## config.mk

```make
export PLATFORM = sky130hd
export DESIGN_NAME = uart_tx_flat
export DESIGN_NICKNAME = d
export VERILOG_FILES = /design/src/rtl/uart_pkg.sv /design/src/rtl/uart_tx_if.sv /design/src/rtl/uart_baud_tick.sv /design/src/rtl/uart_tx.sv /design/src/flat_wrapper.sv
export SDC_FILE = /design/constraint.sdc
export NUM_CORES = 1
export LEC_CHECK = 0
export CORE_MARGIN = 2
export CORE_UTILIZATION = 48
export CTS_BUF_LIST = sky130_fd_sc_hd__clkbuf_8
export CTS_CLUSTER_DIAMETER = 40
export CTS_CLUSTER_SIZE = 40
export DETAILED_ROUTE_END_ITERATION = 10
export DONT_BUFFER_PORTS = 1
export HOLD_SLACK_MARGIN = 0.08
export PLACE_DENSITY = 0.65
export SETUP_SLACK_MARGIN = 0.02
export SYNTH_ARGS = -nofsm -noshare
export SYNTH_HDL_FRONTEND = slang
export SYNTH_SLANG_ARGS = --single-unit
```

## constraint.sdc

```tcl
create_clock -name clk -period 2.1 [get_ports clk]
set_clock_uncertainty 0.05 [all_clocks]
set_input_delay 0.315 -clock clk [delete_from_list [all_inputs] [get_ports clk]]
set_output_delay 0.315 -clock clk [all_outputs]
set_load 0.01 [all_outputs]
```

## src/rtl/uart_pkg.sv

```systemverilog
// Shared UART definitions: FSM state encoding, baud-rate constants and frame helpers
// used by both the transmit and receive paths.
package uart_pkg;

  typedef enum logic [2:0] {
    ST_IDLE   = 3'd0,
    ST_START  = 3'd1,
    ST_DATA   = 3'd2,
    ST_PARITY = 3'd3,
    ST_STOP   = 3'd4
  } uart_state_t;

  localparam int SYS_CLK_HZ           = 50_000_000;
  localparam int BAUD_RATE            = 115_200;
  localparam int DEFAULT_CLKS_PER_BIT = SYS_CLK_HZ / BAUD_RATE;
  // The receiver samples each bit at its centre, half a bit after the edge.
  localparam int RX_SAMPLE_OFFSET     = DEFAULT_CLKS_PER_BIT / 2;

  function automatic int calc_clks_per_bit(input int clk_hz, input int baud);
    return clk_hz / baud;
  endfunction

  function automatic logic calc_parity(input logic [7:0] data, input logic odd);
    return (^data) ^ odd;
  endfunction

  function automatic int frame_cycles(input int cpb, input int data_bits,
                                      input int parity_en, input int stop_bits);
    return cpb * (1 + data_bits + parity_en + stop_bits) + 1;
  endfunction

endpackage

```

## src/rtl/uart_tx_if.sv

```systemverilog
// Byte-level valid/ready handshake between the fabric-side producer and the UART transmitter.
interface uart_tx_if #(
  parameter int DATA_BITS = 8
);
  logic [DATA_BITS-1:0] tx_data;
  logic                 tx_valid;
  logic                 tx_ready;

  modport master (
    output tx_data,
    output tx_valid,
    input  tx_ready
  );

  modport slave (
    input  tx_data,
    input  tx_valid,
    output tx_ready
  );
endinterface

```

## src/rtl/uart_baud_tick.sv

```systemverilog
// Bit-period counter: counts 0..CLKS_PER_BIT-1 and flags the last cycle of every bit.
module uart_baud_tick
  import uart_pkg::*;
#(
  parameter int CLKS_PER_BIT = DEFAULT_CLKS_PER_BIT
) (
  input  logic clk,
  input  logic rst,
  input  logic clear,
  output logic tick
);

  localparam int CW = (CLKS_PER_BIT > 1) ? $clog2(CLKS_PER_BIT) : 1;
  localparam logic [CW-1:0] LAST = CW'(CLKS_PER_BIT - 1);

  logic [CW-1:0] r_cnt;

  always_ff @(posedge clk) begin
    if (rst || clear) begin
      r_cnt <= '0;
    end else if (r_cnt == LAST) begin
      r_cnt <= '0;
    end else begin
      r_cnt <= r_cnt + 1'b1;
    end
  end

  assign tick = (r_cnt == LAST);

endmodule

```

## src/rtl/uart_tx.sv

```systemverilog
// UART transmitter: accepts one byte on a valid/ready handshake and serialises it
// as start, LSB-first data, optional parity and 1 or 2 stop bits on tx_pin.
module uart_tx
  import uart_pkg::*;
#(
  parameter int CLKS_PER_BIT = DEFAULT_CLKS_PER_BIT,
  parameter int DATA_BITS    = 8,
  parameter int PARITY_EN    = 0,
  parameter int PARITY_ODD   = 0,
  parameter int STOP_BITS    = 1
) (
  input  logic      clk,
  input  logic      rst,
  uart_tx_if.slave  bus,
  output logic      tx_busy,
  output logic      tx_done,
  output logic      tx_pin
);

  localparam int IDX_W = (DATA_BITS > 1) ? $clog2(DATA_BITS) : 1;
  localparam logic [IDX_W-1:0] LAST_IDX = IDX_W'(DATA_BITS - 1);
  localparam logic LAST_STOP = (STOP_BITS == 2);
  localparam logic PAR_INV   = (PARITY_ODD != 0);

  uart_state_t          r_state;
  logic [DATA_BITS-1:0] r_shift;
  logic                 r_parity;
  logic [IDX_W-1:0]     r_bit_idx;
  logic                 r_stop_idx;
  logic                 r_ready;
  logic                 r_pin;

  logic w_tick;
  logic w_clear;
  logic w_accept;

  // Holding the counter clear throughout IDLE guarantees START begins at count 0.
  assign w_clear  = (r_state == ST_IDLE);
  assign w_accept = r_ready && bus.tx_valid;

  uart_baud_tick #(
    .CLKS_PER_BIT(CLKS_PER_BIT)
  ) u_baud (
    .clk   (clk),
    .rst   (rst),
    .clear (w_clear),
    .tick  (w_tick)
  );

  // Data path: the byte is captured at the handshake, so later tx_data changes are ignored.
  always_ff @(posedge clk) begin
    if (w_accept) begin
      r_shift  <= bus.tx_data;
      r_parity <= calc_parity(8'(bus.tx_data), PAR_INV);
    end else if ((r_state == ST_DATA) && w_tick) begin
      r_shift  <= r_shift >> 1;
    end
  end

  always_ff @(posedge clk) begin
    if (rst) begin
      r_state    <= ST_IDLE;
      r_pin      <= 1'b1;
      r_ready    <= 1'b1;
      r_bit_idx  <= '0;
      r_stop_idx <= 1'b0;
    end else begin
      unique case (r_state)
        ST_IDLE: begin
          r_pin <= 1'b1;
          if (w_accept) begin
            r_state    <= ST_START;
            r_pin      <= 1'b0;
            r_ready    <= 1'b0;
            r_bit_idx  <= '0;
            r_stop_idx <= 1'b0;
          end
        end
        ST_START: begin
          if (w_tick) begin
            r_state <= ST_DATA;
            r_pin   <= r_shift[0];
          end
        end
        ST_DATA: begin
          if (w_tick) begin
            if (r_bit_idx == LAST_IDX) begin
              if (PARITY_EN != 0) begin
                r_state <= ST_PARITY;
                r_pin   <= r_parity;
              end else begin
                r_state <= ST_STOP;
                r_pin   <= 1'b1;
              end
            end else begin
              r_bit_idx <= r_bit_idx + 1'b1;
              // The shift register advances on this same edge, so bit 1 is the next one out.
              r_pin     <= r_shift[1];
            end
          end
        end
        ST_PARITY: begin
          if (w_tick) begin
            r_state <= ST_STOP;
            r_pin   <= 1'b1;
          end
        end
        ST_STOP: begin
          if (w_tick) begin
            if (r_stop_idx == LAST_STOP) begin
              r_state <= ST_IDLE;
              r_ready <= 1'b1;
            end else begin
              r_stop_idx <= 1'b1;
            end
          end
        end
        default: begin
          r_state <= ST_IDLE;
          r_pin   <= 1'b1;
          r_ready <= 1'b1;
        end
      endcase
    end
  end

  assign bus.tx_ready = r_ready;
  assign tx_busy      = ~r_ready;
  assign tx_pin       = r_pin;
  // Decoded from flops only; high on the last cycle of the final stop bit.
  assign tx_done      = (r_state == ST_STOP) && (r_stop_idx == LAST_STOP) && w_tick;

endmodule

```

## src/flat_wrapper.sv

```systemverilog
// flat-port wrapper written by rule: the top's interface ports become plain ports
module uart_tx_flat import uart_pkg::*;
#(
  parameter int CLKS_PER_BIT = DEFAULT_CLKS_PER_BIT,
  parameter int DATA_BITS    = 8,
  parameter int PARITY_EN    = 0,
  parameter int PARITY_ODD   = 0,
  parameter int STOP_BITS    = 1
)
  (clk, rst, tx_busy, tx_done, tx_pin, bus_tx_data, bus_tx_valid, bus_tx_ready);
  uart_tx_if #(.DATA_BITS(DATA_BITS)) bus_i ();
  input  logic clk;
  input  logic rst;
  output logic tx_busy;
  output logic tx_done;
  output logic tx_pin;
  input wire logic [$bits(bus_i.tx_data)-1:0] bus_tx_data;
  input wire logic [$bits(bus_i.tx_valid)-1:0] bus_tx_valid;
  output wire logic [$bits(bus_i.tx_ready)-1:0] bus_tx_ready;
  assign bus_i.tx_data = bus_tx_data;
  assign bus_i.tx_valid = bus_tx_valid;
  assign bus_tx_ready = bus_i.tx_ready;
  uart_tx #(.CLKS_PER_BIT(CLKS_PER_BIT), .DATA_BITS(DATA_BITS), .PARITY_EN(PARITY_EN), .PARITY_ODD(PARITY_ODD), .STOP_BITS(STOP_BITS)) u_core (.clk(clk), .rst(rst), .bus(bus_i), .tx_busy(tx_busy), .tx_done(tx_done), .tx_pin(tx_pin));
endmodule
```

* Word-level counts from Yosys, hierarchy flattened
Index checks and enable logic that the tools add are counted.
** Cells by class
- Muxes and demuxes :: 27
- Bitwise logic cells :: 4
- Reductions and logical operators :: 16
- Add/sub/neg operators :: 2
- Equal/unequal tests :: 14
** Operators with widths (number)
- 3-bit 2-to-1 mux :: 10
- 8-bit 2-to-1 mux :: 2
- 3-bit one-hot mux with 5 select lines :: 1
- 4-bit AND reduction :: 3
- 1-bit 2-to-1 mux :: 10
- 2-bit by 1-bit != test with 1-bit output, second input constant :: 5
- 9-bit by 1-bit adder with 9-bit output, second input constant :: 1
- 9-bit equality test, second input constant :: 1
- 7-bit AND reduction :: 1
- 3-bit by 2-bit equality test with 1-bit output, second input constant :: 2
- 3-bit equality test, second input constant :: 2
- 2-bit != test, second input constant :: 3
- 3-bit one-hot mux with 2 select lines :: 1
- 2-bit nonzero test :: 3
- 1-bit one-hot mux with 5 select lines :: 1
- 1-bit logical AND :: 4
- 1-bit NOT :: 4
- 3-bit by 1-bit adder with 3-bit output, second input constant :: 1
- 3-bit by 1-bit equality test with 1-bit output, second input constant :: 1
- 3-bit logical NOT :: 1
- 1-bit one-hot mux with 3 select lines :: 1
- 3-bit AND reduction :: 1
- 3-bit OR reduction :: 1
- 1-bit one-hot mux with 2 select lines :: 1
- other kinds (2) :: 2
** Word-level totals
- Word-level logic and storage cells :: 70
- Output and inout port bits :: 4
- Register bits after elaboration :: 26

* Logic depth before layout (Yosys ltp)
Gate-level depths: netlist (run 1).
- Depth in word-level cells :: 4
- Mapped depth :: 7
- Mapped depth without buffers :: 6

* Hierarchy
A second synthesis (run 1) with hierarchy kept.
** Unflattened totals
- Cells, all modules :: 120
- Area total of the unflattened synthesis :: 1249.9 µm²
** By module, submodules not included
- uart_tx :: cells an instance 74, times used 1, area an instance 835.8 µm², sequential area each 400.4 µm²
- uart_baud_tick :: cells an instance 46, times used 1, area an instance 414.1 µm², sequential area each 180.2 µm²

* Worst setup path after synthesis (run 1)
No wires, ideal clock.
- Path kind :: register to register
- Start :: reg u_core.u_baud.r_cnt[0]
- End :: reg u_core.r_shift[0], enable pin
- Library setup time :: 0.384 ns
- Stages on the path, launching flop included :: 5
- Path buffers :: 0
- Period minus slack after synthesis :: 1.859 ns
- Slack :: 0.241 ns
- Data arrival time :: 1.425 ns
- Cells stage by stage :: dfxtp_1 > ha_1 > and2_1 > nand3_2 > o21ai_0
** Between the ends
- Longest elaborated chain between the ends :: 3
** Ends and longest elaborated chain
- start, declared :: line uart_baud_tick.sv:16 : logic [CW-1:0] r_cnt;
- start signal, assigned :: line uart_baud_tick.sv:24 : r_cnt <= r_cnt + 1'b1;
- 9-bit equality test :: line uart_baud_tick.sv:28 : assign tick = (r_cnt == LAST);
- 1-bit logical AND :: line uart_tx.sv:55 : end else if ((r_state == ST_DATA) && w_tick) begin
- 2-bit nonzero test (no source line)
- end signal, assigned :: line uart_tx.sv:53 : r_shift <= bus.tx_data;
- end signal, assigned :: line uart_tx.sv:56 : r_shift <= r_shift >> 1;
- end, declared :: line uart_tx.sv:26 : logic [DATA_BITS-1:0] r_shift;
No other way between the ends.
A chain may end at the register's enable or synchronous reset.

* Worst setup path after layout (run 1)
- Start :: reg u_core.u_baud.r_cnt[0]
- End :: out tx_done
** Between the ends
- Longest elaborated chain between the ends :: 2
** Ends and longest elaborated chain
- 9-bit equality test :: line uart_baud_tick.sv:28
- 1-bit logical AND :: line uart_tx.sv:131 : assign tx_done = (r_state == ST_STOP) && (r_stop_idx == LAST_STOP) && w_tick;
- end, declared :: line flat_wrapper.sv:15 : output logic tx_done;
No other way between the ends.

==> results of run 1 <==
cells by family after synthesis:
family                     count (synthesis)  synth area share, %
muxes                                      8                 7.37
AOI/OAI and AO/OA                         14                 7.16
and+or+nand+nor                           55                 25.2
DFF                                       25                 48.2
xor gates and xnor gates                   7                 5.09
adders and majority gates                  4                 4.15
buffers and inverters                      8                 2.80
layer usage:
layer / share of wire, % / GRT usage [%]
met4: 0.50 / 6.25
met5: 0 / 0
met3: 2.7 / 3.61
met1: 51 / 21.0
met2: 46 / 25.4
cell usage after synthesis (all sizes together):
cell type / n / area (µm²)
a2111oi: 1 / 8.76
a211oi: 1 / 7.51
a21boi: 1 / 7.51
a21oi: 5 / 25.0
and2: 2 / 12.5
and3: 5 / 32.5
and3b: 1 / 8.76
and4: 1 / 10.0
buf: 2 / 11.3
clkbuf: 3 / 11.3
dfxtp: 17 / 340
edfxtp: 8 / 240
ha: 4 / 50.1
inv: 3 / 11.3
mux2: 7 / 78.8
mux2i: 1 / 10.0
nand2: 9 / 33.8
nand2b: 1 / 6.26
nand3: 7 / 40.0
nand3b: 1 / 7.51
nand4: 2 / 12.5
nand4b: 1 / 8.76
nor2: 15 / 56.3
nor3: 4 / 31.3
nor4: 2 / 12.5
nor4b: 1 / 8.76
o21ai: 3 / 15.0
o21bai: 1 / 7.51
o31ai: 2 / 15.0
or3: 2 / 12.5
or4b: 1 / 10.0
xnor2: 3 / 26.3
xor2: 4 / 35.0
worst max-delay path, stage by stage (launching register included):
cell and delay, ns:
dfxtp_1 0.38, ha_1 0.18, nand4b_1 0.10, nor4_1 0.23, and3_1 0.29
area by class of cell:
type	count	area share (%)
well taps	30	2.93
flip-flops and latches	25	45.3
inverters	3	0.878
repair buffers	2	1.37
multi-input cells	88	46.0
clock inverters	1	0.293
clock buffers	3	3.22
sequential cells by signal, indices dropped and copies added (netlist names):
register             cells
u_core.r_shift           8
u_core.r_bit_idx         3
u_core.bus.tx_ready      1
u_core.u_baud.r_cnt      9
u_core.r_state           3
u_core.tx_pin            1
how the worst min path moves through the flow:
stage / endpoint / cells after the start
floorplan: u_core.u_baud.r_cnt[0]$_SDFF_PP0_ / 1
finish: u_core.bus.tx_ready$_SDFFE_PP1P_ / 1
detailed placement: u_core.r_bit_idx[1]$_SDFFE_PP0P_ / 1
global placement: u_core.r_bit_idx[2]$_SDFFE_PP0P_ / 1
global route: u_core.bus.tx_ready$_SDFFE_PP1P_ / 1
CTS: u_core.bus.tx_ready$_SDFFE_PP1P_ / 1
repair_timing:
action / CTS / global route
endpoints found under the hold margin: 5 / 0
setup endpoints to repair: 0 / 0
buffers inserted: 0 / 0
hold buffers: 1 / 0
stage by stage:
stage / hold slack, ns / setup slack, ns / utilization, % / instances / area (µm²)
2_1_floorplan: 0.380 / 0.241 / - / 121 / 1200
3_3_place_gp: 0.337 / 0.400 / 50.5 / 147 / 1230
3_5_place_dp: 0.339 / 0.457 / 50.5 / 147 / 1230
4_1_cts: 0.112 / 0.291 / 52.7 / 152 / 1280
5_1_grt: 0.106 / 0.174 / 52.7 / 152 / 1280
6_report: 0.120 / 0.297 / 52.7 / 152 / 1280
report_power, final:
group | switching, µW | internal (µW)
logic | 34.4 | 32.1
clock network | 143 | 131
registers | 16.0 | 524
total | 193 | 686
==> results.toml, run 1 <==
[final_layout]
num_antenna_cells = 0
final_common_cell = "dfxtp_1"
multi_input_area_um2 = 591
synthToLayoutAreaGrowth_pct = 6.44
final_cell_mix = "dfxtp_1 (17), nor2_1 (15), nand2_1 (9)"
final_nets = 138
seqCellArea_um2 = 581
fillers = 224
drive_gt1_share_pct = 12.3

[cts]
ctsLongestPathBuffers = 2
cts_sinks = 25
path_clk_slew_ns = 0.08
cts_buffers = 3
htree_levels = 1
insertion_delay_ns = 0.26
tritoncts = "done"
cts_root_buffer = "clkbuf_8"
cts_resized = 0

[routing]
post-route-drc-count = 0
viasPerCell = 5.57
vias = 846
drt-initial-drc-count = 12
wl_per_cell_um = 13.2
ant_nets = 0
wl_um = 2010
firstDrtPassIters = 4

[sta]
final-hold-violation-count = 0
period_share_pct = 85.8
finalSetupViolations = 0
period_needed_ns = 1.80
rsz0062_at_grt = "no"
slew_headroom_pct = 75.9
max_freq_mhz = 555
drv_slew = 0
worst_pin_slew_ns = 0.352
fin_setup_tns_ns = 0

[global_route]
grt_pass1_vias = 780
grt_pass1_wl_um = 3400
grt_max_degree = 14
antenna_found_initial = 0
overflow = 0
grt_usage_pct = 16.0

[worst_setup_path]
start_kind = "register"
rrSetupSlack_ns = 0.44
crit_type = "reg -> out"
arrival_ns = 1.44
critical_path.max_fanout = 4
endpoint_kind = "output port"
critPathCapture = "tx_done"
critPathLaunch = "u_core.u_baud.r_cnt[0]$_SDFF_PP0_"
r2r_end = "u_core.r_bit_idx[2]$_SDFFE_PP0P_"
regToRegStartpoint = "u_core.r_bit_idx[0]$_SDFFE_PP0P_"
cp_data_required_time_ns = 1.74
r2r_cells = 6

[floorplan]
die_y_um = 54.1
core_area_um2 = 2430
initial_core_util_pct = 49.5
design.die.area_um2 = 2930
dieWidth_um = 54.1
num_rows = 18
io_pins = 15

[yosys]
synth.distinct_cells = 37
ys_ff_latch = 25
ys_seq_area_share_pct = 48.2
syn_nets = 136
syn_area_per_cell_um2 = 9.96
syn_area_um2 = 1200
yosysWarnings = 0
syn_inst = 121

[placed_design]
gp_congestion = 0.749
hpwl_um = 1470
port_buffers = 0

[power]
leakage_uw = 0.000463
power.total_uw = 880
ir_drop_v = 0.000418
powerDensity_nw_per_um2 = 686

[job]
drv_cap = 0

[min_path]
min_from = "rst"
hp-class = "in -> reg"

[status]
outcome = "finished clean"
Power figures use the tool's default switching activity.
==> inputs of run 2 (changes only) <==
clock period = 2.3 ns   (was 2.1 ns; I/O delays follow)
==> results.toml, run 2 (synthesis gave the netlist of run 1 again) <==
[status]
outcome = "finished clean"

[global_route]
grt_pass1_vias = 775
overflow = 0
grt_usage_pct = 15.9
antenna_found_initial = 0
grt_max_degree = 14
grt_pass1_wl_um = 3390

[routing]
wl_per_cell_um = 13.2
drt-initial-drc-count = 12
firstDrtPassIters = 4
viasPerCell = 5.56
post-route-drc-count = 0
wl_um = 2000
vias = 845
ant_nets = 0

[final_layout]
final_nets = 138
largest_reg_flops = 9
drive_gt1_share_pct = 12.3
seqCellArea_um2 = 581
num_antenna_cells = 0
fillers = 224
regMostFlops = "u_core.u_baud.r_cnt"
final_common_cell = "dfxtp_1"
synthToLayoutAreaGrowth_pct = 6.44
fin_cells = 152
final_cell_mix = "dfxtp_1 (17), nor2_1 (15), nand2_1 (9)"
top_regs = "u_core.u_baud.r_cnt (9), u_core.r_shift (8)"
multi_input_area_um2 = 591

[worst_setup_path]
crit_type = "reg -> out"
cp_data_required_time_ns = 1.90
crit_chain = "ha_1, nand4b_1, nor4_1, and3_1"
endpoint_kind = "output port"
start_kind = "register"
arrival_ns = 1.44
critPathSlowestCell = "dfxtp_1"
critical_path.max_fanout = 4
slowest_delay_ns = 0.38

[cts]
path_clk_slew_ns = 0.08
ctsLongestPathBuffers = 2
cts_buffers = 3
cts_root_buffer = "clkbuf_8"
tritoncts = "done"
htree_levels = 1
insertion_delay_ns = 0.26
cts_sinks = 25

[sta]
final-hold-violation-count = 0
fin_setup_tns_ns = 0
rsz0062_at_grt = "no"
period_needed_ns = 1.83
worst_pin_slew_ns = 0.352
finalSetupViolations = 0
slew_headroom_pct = 75.9
period_share_pct = 79.7
drv_slew = 0
max_freq_mhz = 546
layout_setup_ws_ns = 0.467

[power]
leakage_uw = 0.000463
ir_drop_v = 0.000382
powerDensity_nw_per_um2 = 626

[floorplan]
num_rows = 18
core_area_um2 = 2430
die_y_um = 54.1
dieWidth_um = 54.1
io_pins = 15
design.die.area_um2 = 2930
initial_core_util_pct = 49.5

[placed_design]
dp_cells = 147
port_buffers = 0
hpwl_um = 1470
dp_slack_ns = 0.657
gp_congestion = 0.749

[job]
drv_cap = 0

[min_path]
hp-class = "in -> reg"
-- run 2: cell counts in the layout (fill, tap and decap cells not counted) --
No cell type changed its count.
-- run 2: what timing repair did --
action,CTS,global route
gates resized for setup,0,0
hold buffers,1,0
hold endpoints to repair,4,0
buffers inserted,0,0
-- run 2: path summary, 6_finish.rpt --
path / start / endpoint / slack (ns) / depth (start not counted)
hold / removal: rst / u_core.r_state[0]$_SDFFE_PP0P_ / 0.10 / 1
setup reg to reg: u_core.r_bit_idx[0]$_SDFFE_PP0P_ / u_core.r_bit_idx[2]$_SDFFE_PP0P_ / 0.64 / 6
hold reg to reg: u_core.u_baud.r_cnt[0]$_SDFF_PP0_ / u_core.u_baud.r_cnt[0]$_SDFF_PP0_ / 0.42 / 1
setup / recovery: u_core.u_baud.r_cnt[0]$_SDFF_PP0_ / tx_done / 0.47 / 4
-- run 2: report_power, final --
part | leakage (µW) | internal [µW] | switching (µW)
logic | 0.000222 | 29.3 | 31.0
clock network | 0.0000269 | 119 | 131
registers | 0.000214 | 478 | 14.6
total | 0.000463 | 627 | 176
-- run 2: stage by stage --
step	cell area, µm²	total power (µW)	utilization, %	hold WS, ns
CTS	1280	820	52.7	0.0925
global route	1280	843	52.7	0.0886
finish	1280	803	52.7	0.102
floorplan	1200	551	-	0.380
detailed placement	1230	562	50.5	0.369
global placement	1230	560	50.5	0.367
-- run 2: layout make-up --
type / instances / share of cell area (%)
clock buffers: 3 / 3.22
clock inverters: 1 / 0.293
inverters: 3 / 0.878
multi-input cells: 88 / 46.0
flip-flops and latches: 25 / 45.3
well taps: 30 / 2.93
repair buffers: 2 / 1.37
-- run 2: layer usage --
| metal | GRT usage (%) | part of all wire (%) |
|---|---|---|
| met1 | 21.0 | 51 |
| met3 | 3.61 | 2.7 |
| met2 | 25.2 | 46 |
| met4 | 6.25 | 0.50 |
| met5 | 0 | 0 |
-- run 2: worst max-delay path: cells and delay by family (launching register included) --
kind / cells / cell delay, ns
simple gates: 3 / 0.62
flops: 1 / 0.38
fa+ha+maj: 1 / 0.18
